## src/rtl/riscv_pkg.sv

```systemverilog
// Shared RV32M/RV64M definitions: funct3 encodings for the M-extension
// (opcode 0110011, funct7 0000001) and the mul/div sequencer state type.
package riscv_pkg;

    localparam logic [2:0] MULDIV_MUL    = 3'b000;
    localparam logic [2:0] MULDIV_MULH   = 3'b001;
    localparam logic [2:0] MULDIV_MULHSU = 3'b010;
    localparam logic [2:0] MULDIV_MULHU  = 3'b011;
    localparam logic [2:0] MULDIV_DIV    = 3'b100;
    localparam logic [2:0] MULDIV_DIVU   = 3'b101;
    localparam logic [2:0] MULDIV_REM    = 3'b110;
    localparam logic [2:0] MULDIV_REMU   = 3'b111;

    typedef enum logic [1:0] {
        MD_IDLE,
        MD_PREP,
        MD_CALC,
        MD_DONE
    } muldiv_state_t;

endpackage

```

## src/rtl/riscv_muldiv.sv

```systemverilog
// Iterative M-extension unit: one bit per cycle shift-add multiply and
// restoring divide, with RISC-V divide-by-zero / overflow results.
// Ports: clk_i, rst_i (async, active-high), start_i, flush_i, funct3_i,
//        op_a_i, op_b_i -> busy_o, done_o (1-cycle pulse), result_o.
module riscv_muldiv
    import riscv_pkg::*;
#(
    parameter int BITNESS      = 32,
    parameter bit FAST_SPECIAL = 1'b1,
    parameter int CNT_WIDTH    = $clog2(BITNESS) + 1
) (
    input  logic               clk_i,
    input  logic               rst_i,
    input  logic               start_i,
    input  logic               flush_i,
    input  logic [2:0]         funct3_i,
    input  logic [BITNESS-1:0] op_a_i,
    input  logic [BITNESS-1:0] op_b_i,
    output logic               busy_o,
    output logic               done_o,
    output logic [BITNESS-1:0] result_o
);

    localparam int W = BITNESS;

    muldiv_state_t        state;
    logic [2:0]           op;
    // a/b hold the raw operands in PREP and their magnitudes in CALC
    logic [W-1:0]         a;
    logic [W-1:0]         b;
    logic [2*W-1:0]       prod;
    logic [W-1:0]         rem;
    logic [W-1:0]         quo;
    logic [CNT_WIDTH-1:0] cnt;
    logic                 neg;
    logic                 done;
    logic [W-1:0]         result;

    logic           is_div, is_rem, a_signed, b_signed;
    logic           sa, sb, b_zero, ovf, special;
    logic [W-1:0]   mag_a, mag_b, special_res;
    logic [W:0]     psum, shifted, diff;
    logic [2*W-1:0] prod_nx, prod_fin;
    logic [W-1:0]   rem_nx, quo_nx, final_res;

    assign is_div   = op[2];
    assign is_rem   = op[2] & op[1];
    assign a_signed = (op == MULDIV_MULH) | (op == MULDIV_MULHSU)
                    | (op == MULDIV_DIV)  | (op == MULDIV_REM);
    assign b_signed = (op == MULDIV_MULH) | (op == MULDIV_DIV)
                    | (op == MULDIV_REM);

    assign sa    = a_signed & a[W-1];
    assign sb    = b_signed & b[W-1];
    assign mag_a = sa ? -a : a;
    assign mag_b = sb ? -b : b;

    assign b_zero  = is_div & (b == '0);
    assign ovf     = is_div & ~op[0]
                   & (a == {1'b1, {(W-1){1'b0}}}) & (b == '1);
    assign special = b_zero | ovf;

    always_comb begin
        special_res = '0;
        if (b_zero)
            special_res = is_rem ? a : '1;
        else if (!is_rem)
            special_res = a;
    end

    // Multiply: add |a| into the upper half when the multiplier LSB is set,
    // then shift the whole product right by one.
    assign psum     = {1'b0, prod[2*W-1:W]} + (prod[0] ? {1'b0, a} : '0);
    assign prod_nx  = {psum, prod[W-1:1]};
    assign prod_fin = neg ? -prod_nx : prod_nx;

    // Divide: restoring step, quotient bit is 1 when the trial subtract
    // does not borrow.
    assign shifted = {rem, quo[W-1]};
    assign diff    = shifted - {1'b0, b};
    assign rem_nx  = diff[W] ? shifted[W-1:0] : diff[W-1:0];
    assign quo_nx  = {quo[W-2:0], ~diff[W]};

    always_comb begin
        final_res = prod_fin[W-1:0];
        case (op)
            MULDIV_MUL:    final_res = prod_fin[W-1:0];
            MULDIV_MULH,
            MULDIV_MULHSU,
            MULDIV_MULHU:  final_res = prod_fin[2*W-1:W];
            MULDIV_DIV,
            MULDIV_DIVU:   final_res = neg ? -quo_nx : quo_nx;
            default:       final_res = neg ? -rem_nx : rem_nx;
        endcase
    end

    always_ff @(posedge clk_i or posedge rst_i) begin
        if (rst_i) begin
            state  <= MD_IDLE;
            op     <= '0;
            a      <= '0;
            b      <= '0;
            prod   <= '0;
            rem    <= '0;
            quo    <= '0;
            cnt    <= '0;
            neg    <= 1'b0;
            done   <= 1'b0;
            result <= '0;
        end else if (flush_i) begin
            state <= MD_IDLE;
            done  <= 1'b0;
        end else begin
            done <= 1'b0;
            case (state)
                MD_IDLE: begin
                    if (start_i) begin
                        op    <= funct3_i;
                        a     <= op_a_i;
                        b     <= op_b_i;
                        state <= MD_PREP;
                    end
                end
                MD_PREP: begin
                    a    <= mag_a;
                    b    <= mag_b;
                    prod <= {{W{1'b0}}, mag_b};
                    rem  <= '0;
                    quo  <= mag_a;
                    cnt  <= CNT_WIDTH'(W);
                    // x/0 must yield all ones, so never negate that quotient
                    if (!is_div)
                        neg <= sa ^ sb;
                    else if (is_rem)
                        neg <= sa;
                    else
                        neg <= (sa ^ sb) & ~b_zero;
                    if (FAST_SPECIAL && special) begin
                        result <= special_res;
                        done   <= 1'b1;
                        state  <= MD_DONE;
                    end else begin
                        state <= MD_CALC;
                    end
                end
                MD_CALC: begin
                    prod <= prod_nx;
                    rem  <= rem_nx;
                    quo  <= quo_nx;
                    cnt  <= cnt - 1'b1;
                    if (cnt == CNT_WIDTH'(1)) begin
                        result <= final_res;
                        done   <= 1'b1;
                        state  <= MD_DONE;
                    end
                end
                default: state <= MD_IDLE;
            endcase
        end
    end

    assign busy_o   = (state != MD_IDLE);
    assign done_o   = done;
    assign result_o = result;

endmodule

```

## config.mk

```make
export PLATFORM = sky130hd
export DESIGN_NAME = riscv_muldiv
export DESIGN_NICKNAME = d
export VERILOG_FILES = /design/src/rtl/riscv_pkg.sv /design/src/rtl/riscv_muldiv.sv
export SDC_FILE = /design/constraint.sdc
export NUM_CORES = 1
export LEC_CHECK = 0
export ABC_AREA = 0
export CORE_ASPECT_RATIO = 2
export CORE_UTILIZATION = 30
export CTS_BUF_LIST = sky130_fd_sc_hd__clkbuf_2 sky130_fd_sc_hd__clkbuf_4 sky130_fd_sc_hd__clkbuf_8
export DETAILED_ROUTE_END_ITERATION = 10
export GPL_ROUTABILITY_DRIVEN = 0
export PLACE_DENSITY_LB_ADDON = 0.15
export SETUP_SLACK_MARGIN = 0.4
export SLEW_MARGIN = 20
export SYNTH_ARGS = -nofsm -noshare
export SYNTH_HDL_FRONTEND = slang
export SYNTH_SLANG_ARGS = --single-unit
```

## constraint.sdc

```tcl
create_clock -name clk_i -period 8.3 [get_ports clk_i]
set_clock_uncertainty 0.2 [all_clocks]
set_input_delay 0.83 -clock clk_i [delete_from_list [all_inputs] [get_ports clk_i]]
set_output_delay 0.83 -clock clk_i [all_outputs]
set_load 0.02 [all_outputs]
```

* Word level (Yosys, flattened, before mapping) *
Cells that the tools add are included.

word-level totals
  register bits after elaboration = 237
  input port bits = 71
  output and inout bits = 34
  word-level logic and storage cells = 101

operators by class
  $add $sub $neg = 8
  equal/unequal tests = 16
  multiplexer cells = 33
  bitwise gates (word level) = 19
  reduce and logical (&&, ||, !) cells = 14

operators by type and width
  kind                  count
  $mux 32               13
  $pmux 32 s2           5
  $neg 32->32           4
  $pmux 64 s2           1
  $pmux 32 s3           1
  $eq 32x32->1 const B  2
  $mux 64               1
  $neg 64->64           1
  $add 32x32->33        1
  $sub 33x32->33        1
  $logic_not 32->1      1
  $pmux 6 s2            1
  $eq 3x3->1 const B    3
  $and 1x1->1           8
  $eq 3x2->1 const B    2
  $eq 6x1->1 const B    1
  $mux 1                6
  $mux 2                3
  $ne 2x2->1 const B    3
  $ne 3x3->1 const B    2
  $or 1x1->1            6
  $pmux 2 s3            1
  $reduce_and 2->1      3
  $reduce_and 3->1      2
  other kinds (13)      18

* Depth between registers and ports, before layout *
  depth after elaboration = 9
  gate-level depth with buffers = 25
  depth with buffers taken out = 23

* Worst setup path after synthesis *
OpenSTA, ideal clock, no wires.

  path type = register -> register
  from = reg b[27]
  to = reg result[20], in the netlist result_o[20]
  library setup time = 121 ps
  arrival = 5713 ps
  required time = 7979 ps
  slack = 2266 ps
  cell stages (with the launch flop) = 23
  path buffers = 4
  period minus slack after synthesis = 6034 ps
  path through = dfrtp_1 > clkbuf_1 > inv_1 > ha_1 > clkbuf_1 > nand2_1 > nor2_1 > nand3_1 > a211oi_1 > nor3_1 > nor2_1 > clkbuf_1 > buf_1 > mux2i_1 > ha_1 > inv_1 > or4_1 > a21oi_1 > o22ai_1 > nor3_1 > mux2_2 > or4_1 > a22o_1

on the way
  longest elaborated chain between the ends = 7
  elaborated cells on any way between the ends = 19
  classes of those cells = 3 x add/sub; 2 x eq/ne; 8 x mux; 4 x bitwise; 2 x reduce/logical

RTL lines
  item                                         RTL line                                source
  from (decl)                                  riscv_muldiv.sv:30                      logic [W-1:0] b;
  from (signal assigned)                       riscv_muldiv.sv:120                     b <= op_b_i;
  from (signal assigned)                       riscv_muldiv.sv:126                     b <= mag_b;
  $sub 33x32->33                               riscv_muldiv.sv:80                      assign diff = shifted - {1'b0, b};
  $mux 32 / $not 1->1 (equally long branches)  riscv_muldiv.sv:81, riscv_muldiv.sv:82
  $neg 32->32, on equally long branches        riscv_muldiv.sv:93, riscv_muldiv.sv:92
  $mux 32, on equally long branches            riscv_muldiv.sv:93, riscv_muldiv.sv:92
  $pmux 32 s3                                  riscv_muldiv.sv:86                      case (op)
  $mux 32                                      riscv_muldiv.sv:151                     if (cnt == CNT_WIDTH'(1)) begin
  $pmux 32 s2                                  riscv_muldiv.sv:115                     case (state)
  to (signal assigned)                         riscv_muldiv.sv:139                     result <= special_res;
  to (signal assigned)                         riscv_muldiv.sv:152                     result <= final_res;
  to (decl)                                    riscv_muldiv.sv:37                      logic [W-1:0] result;

Parallel ways exist; a longest one is shown, timed or not. The select of a mux whose other input is x is not followed.
A chain may end at the register's enable or synchronous reset.

* Worst setup path after layout *
  from = reg b[17]
  to = reg result[28], in the netlist result_o[28]

Same word-level chain as after synthesis.

==> run summary <==
* number of iterations in the first detailed-routing pass: 6
* total number of nets in the final design: 2803
* worst skew pair latency: 660 ps
* CTS Buf Count: 42
* floorplan row count: 134
* depth of the critical timing path with buffers and inverters included: 21
* antenna violations before repair: 3
* Routed WL per cell: 25.7 um
* flip-flop and latch count after synthesis: 237
* Setup violations, final: 0
* post-synthesis sequential area ratio: 29.3%
* share of the core filled with cells in the final layout: 34.6%
* Hold Path Depth: 2
* vias: 20700
* Sink Count: 237
* number of global-route vias before repair: 20800
* number of warning messages in the yosys log: 0
* CP Launch Type: flip-flop
* worst slew margin relative to its limit: 17.5%
* Max FO, Critical Path: 17
* maximum number of pins on one net before global-route repair: 123
* DIE AREA: 68600 um2
* Overflow after GRT: 0
* cell area power density: 416 nW/um2
* share of post-route cells with drive strength above 1: 6.86%
* H-tree lvl count: 2
* fmax: 149 MHz
* path type of the worst min-delay path: flip-flop to flip-flop
* maximum cell stage delay along the critical path: 590 ps
* cell type group with the largest total delay on the critical path: compound AO/OA/AOI/OAI gates
* worst reg-to-reg path cell count: 21
* unrepaired setup endpoints after global routing: no
* ordered list of cells on the worst path: inv_1, ha_1, a21oi_1, o21ai_1, a211oi_1, o21ai_0, o21a_1, buf_4, nor2_4, inv_1, ha_1, or3b_2, or3b_2, nand2b_1, nand2b_1, o31ai_1, xnor2_1, a221oi_1, o221ai_1, a311oi_1, a21oi_1
* post-layout minimum cycle time: 6700 ps
* most common cell after layout, fill and taps aside: o21ai_0
* clk root buf: clkbuf_8
* fraction of the cycle the final worst path needs: 80.7%
* arrival time worst endpoint: 7020 ps
* Area Growth Syn to Fin: 13.9%
* post-synth cell types: 84
* number of nets produced by synthesis: 2776
* count of final hold-check violations: 0
* worst-case clock buffer depth: 3
* setup TNS: 0 ps
* hold buffer count at cts: 0
* Post-synth top flop: dfrtp_1
* I/O pin cnt: 105
* transition time of the tightest slew-check pin: 1230 ps
* Initial Util: 30.3%
* Avg Synthesized Cell Area: 7.71 um2
* number of cells produced by synthesis: 2627
* Resize count post-CTS: 0
* clock tree from TritonCTS: yes
* filler instances: 7166
* total length of routed wires: 91500 um
* Tot GR Track Use: 26.9%
* number of setup buffers added after CTS: 0
* count of unresolved DRC violations after routing: 0
* run status: finished, final reports clean
* Lkg Pwr: 9.30 nW
* Critical Path End Type: flip-flop
* async set-reset flop share out of synthesis: 100%
* DRT iter0 DRCs: 1752
* horizontal die dimension: 186 um
* worst path required time: 8630 ps
* library cell contributing the largest single delay on the critical path: o21ai_0
* type of the worst setup path: flip-flop to flip-flop
* vias per std cell: 5.81
* antenna viol nets, final: 0
* post-synth design cell area: 20200 um2
* count of buffers inserted at the top-level ports: 104
* global-route wire length before repair: 136000 um
* Final HPWL DP: 70500 um
* clock input transition at the sequential cells of the worst setup and hold paths: 60 ps
* number of maximum-capacitance violations: 0
* Post-synth EDFFs: 0
* worst path buffer plus inverter count: 3
* max-slew violation count: 0
* Peak supply drop: 0.000164 V
* core region area: 66700 um2
* die span in y: 369 um
* most frequent cells in the layout: o21ai_0, nand2_1, dfrtp_1
-- worst reg2reg max path, delay by kind of cell, from the launching register on --
family	cells	cell delay, ps
xor gates and xnor gates	1	110
and+or+nand+nor	5	1680
adders and majority gates	2	610
AOI/OAI and AO/OA	10	2880
buffers and inverters	3	580
DFF	1	530
-- state kept, by name, summed over array words and instances (netlist names), 2 cells and up --
signal,cells
prod,64
a,32
b,32
quo,32
rem,32
result_o,32
cnt,6
op,3
state,2
-- worst paths after layout --
kind	startpoint	to	slack [ps]
setup / recovery	b[17]	result_o[28]	1600
hold / removal	prod[32]	prod[32]	280
setup reg to reg	b[17]	result_o[28]	1600
hold reg to reg	prod[32]	prod[32]	280
max in group asynchronous	rst_i	quo[27]	5670
min in group asynchronous	rst_i	cnt[4]	600
-- per-layer routing --
metal | routed length (um) | track usage, % | vias to the layer above
met5 | 0 | 0 | -
met4 | 7340 | 19.0 | 0
met3 | 3930 | 2.67 | 245
met2 | 48000 | 49.7 | 745
met1 | 32200 | 27.7 | 10100
li1 | - | - | 9651
-- cells in the mapped netlist (all sizes together) (7+ instances only) --
master / n / area share [%]
o21a: 14 / 0.52
o211ai: 45 / 1.7
o21ai: 353 / 8.7
xor2: 80 / 3.5
clkbuf: 150 / 2.8
nand2: 317 / 5.9
inv: 72 / 1.3
ha: 76 / 4.7
nand4: 18 / 0.56
xnor2: 114 / 4.9
o41ai: 24 / 1.1
o221ai: 9 / 0.39
mux2: 13 / 0.72
a41oi: 7 / 0.30
nor2b: 10 / 0.31
a21o: 34 / 1.3
nor2: 191 / 3.5
nor4: 31 / 0.99
a22o: 31 / 1.3
buf: 14 / 0.27
or4: 29 / 1.2
or3: 32 / 1.0
o22ai: 21 / 0.65
nand2b: 20 / 0.66
o211a: 9 / 0.45
dfrtp: 237 / 29
and3: 19 / 0.59
a211oi: 25 / 0.93
mux2i: 39 / 1.9
nand3: 44 / 1.1
a21boi: 9 / 0.33
a21oi: 229 / 5.7
a221oi: 9 / 0.42
and2: 65 / 2.0
o31ai: 51 / 2.0
nor3: 39 / 0.96
or2: 18 / 0.56
a311oi: 9 / 0.39
a31oi: 24 / 0.74
-- cell type report --
class                   count  area, um2  share of cell area [%]
flip-flops and latches    237       5930                    25.7
clock inverters             1       7.51                  0.0326
repair buffers            147       1360                    5.91
well taps                 884       1110                    4.80
clock buffers              70        870                    3.77
multi-input cells        2154      13500                    58.5
inverters                  72        278                    1.20
diodes                      2       5.00                  0.0217
-- per-stage QoR --
step | cell area [um2] | setup slack (ps) | std cells | hold WS [ps] | total power [W]
after floorplan | 20200 | 767 | 2627 | 245 | 0.00612
after global placement | 22200 | 1830 | 3494 | 258 | 0.00826
after detailed placement | 22200 | 1670 | 3494 | 264 | 0.00830
after CTS | 23100 | 1660 | 3565 | 279 | 0.00957
after global routing | 23100 | 1310 | 3567 | 300 | 0.0103
final | 23100 | 1600 | 3567 | 279 | 0.00960
-- power by group --
group / switching (W) / internal (W) / total, W / leakage [nW]
clock: 0.000566 / 0.000653 / 0.00122 / 0.465
sequential: 0.000736 / 0.00158 / 0.00231 / 3.05
combinational: 0.00397 / 0.00210 / 0.00606 / 5.78
total: 0.00527 / 0.00432 / 0.00960 / 9.30
-- cells by family after synthesis --
family                     count (synthesis)  share of synthesized area [%]
DFF                                      237                           29.3
xor gates and xnor gates                 194                           8.39
and+or+nand+nor                          864                           20.7
muxes                                     52                           2.65
adders and majority gates                 78                           4.89
buffers and inverters                    236                           4.39
AOI/OAI and AO/OA                        966                           29.6
Note: power is estimated with default switching activity, not from simulation.
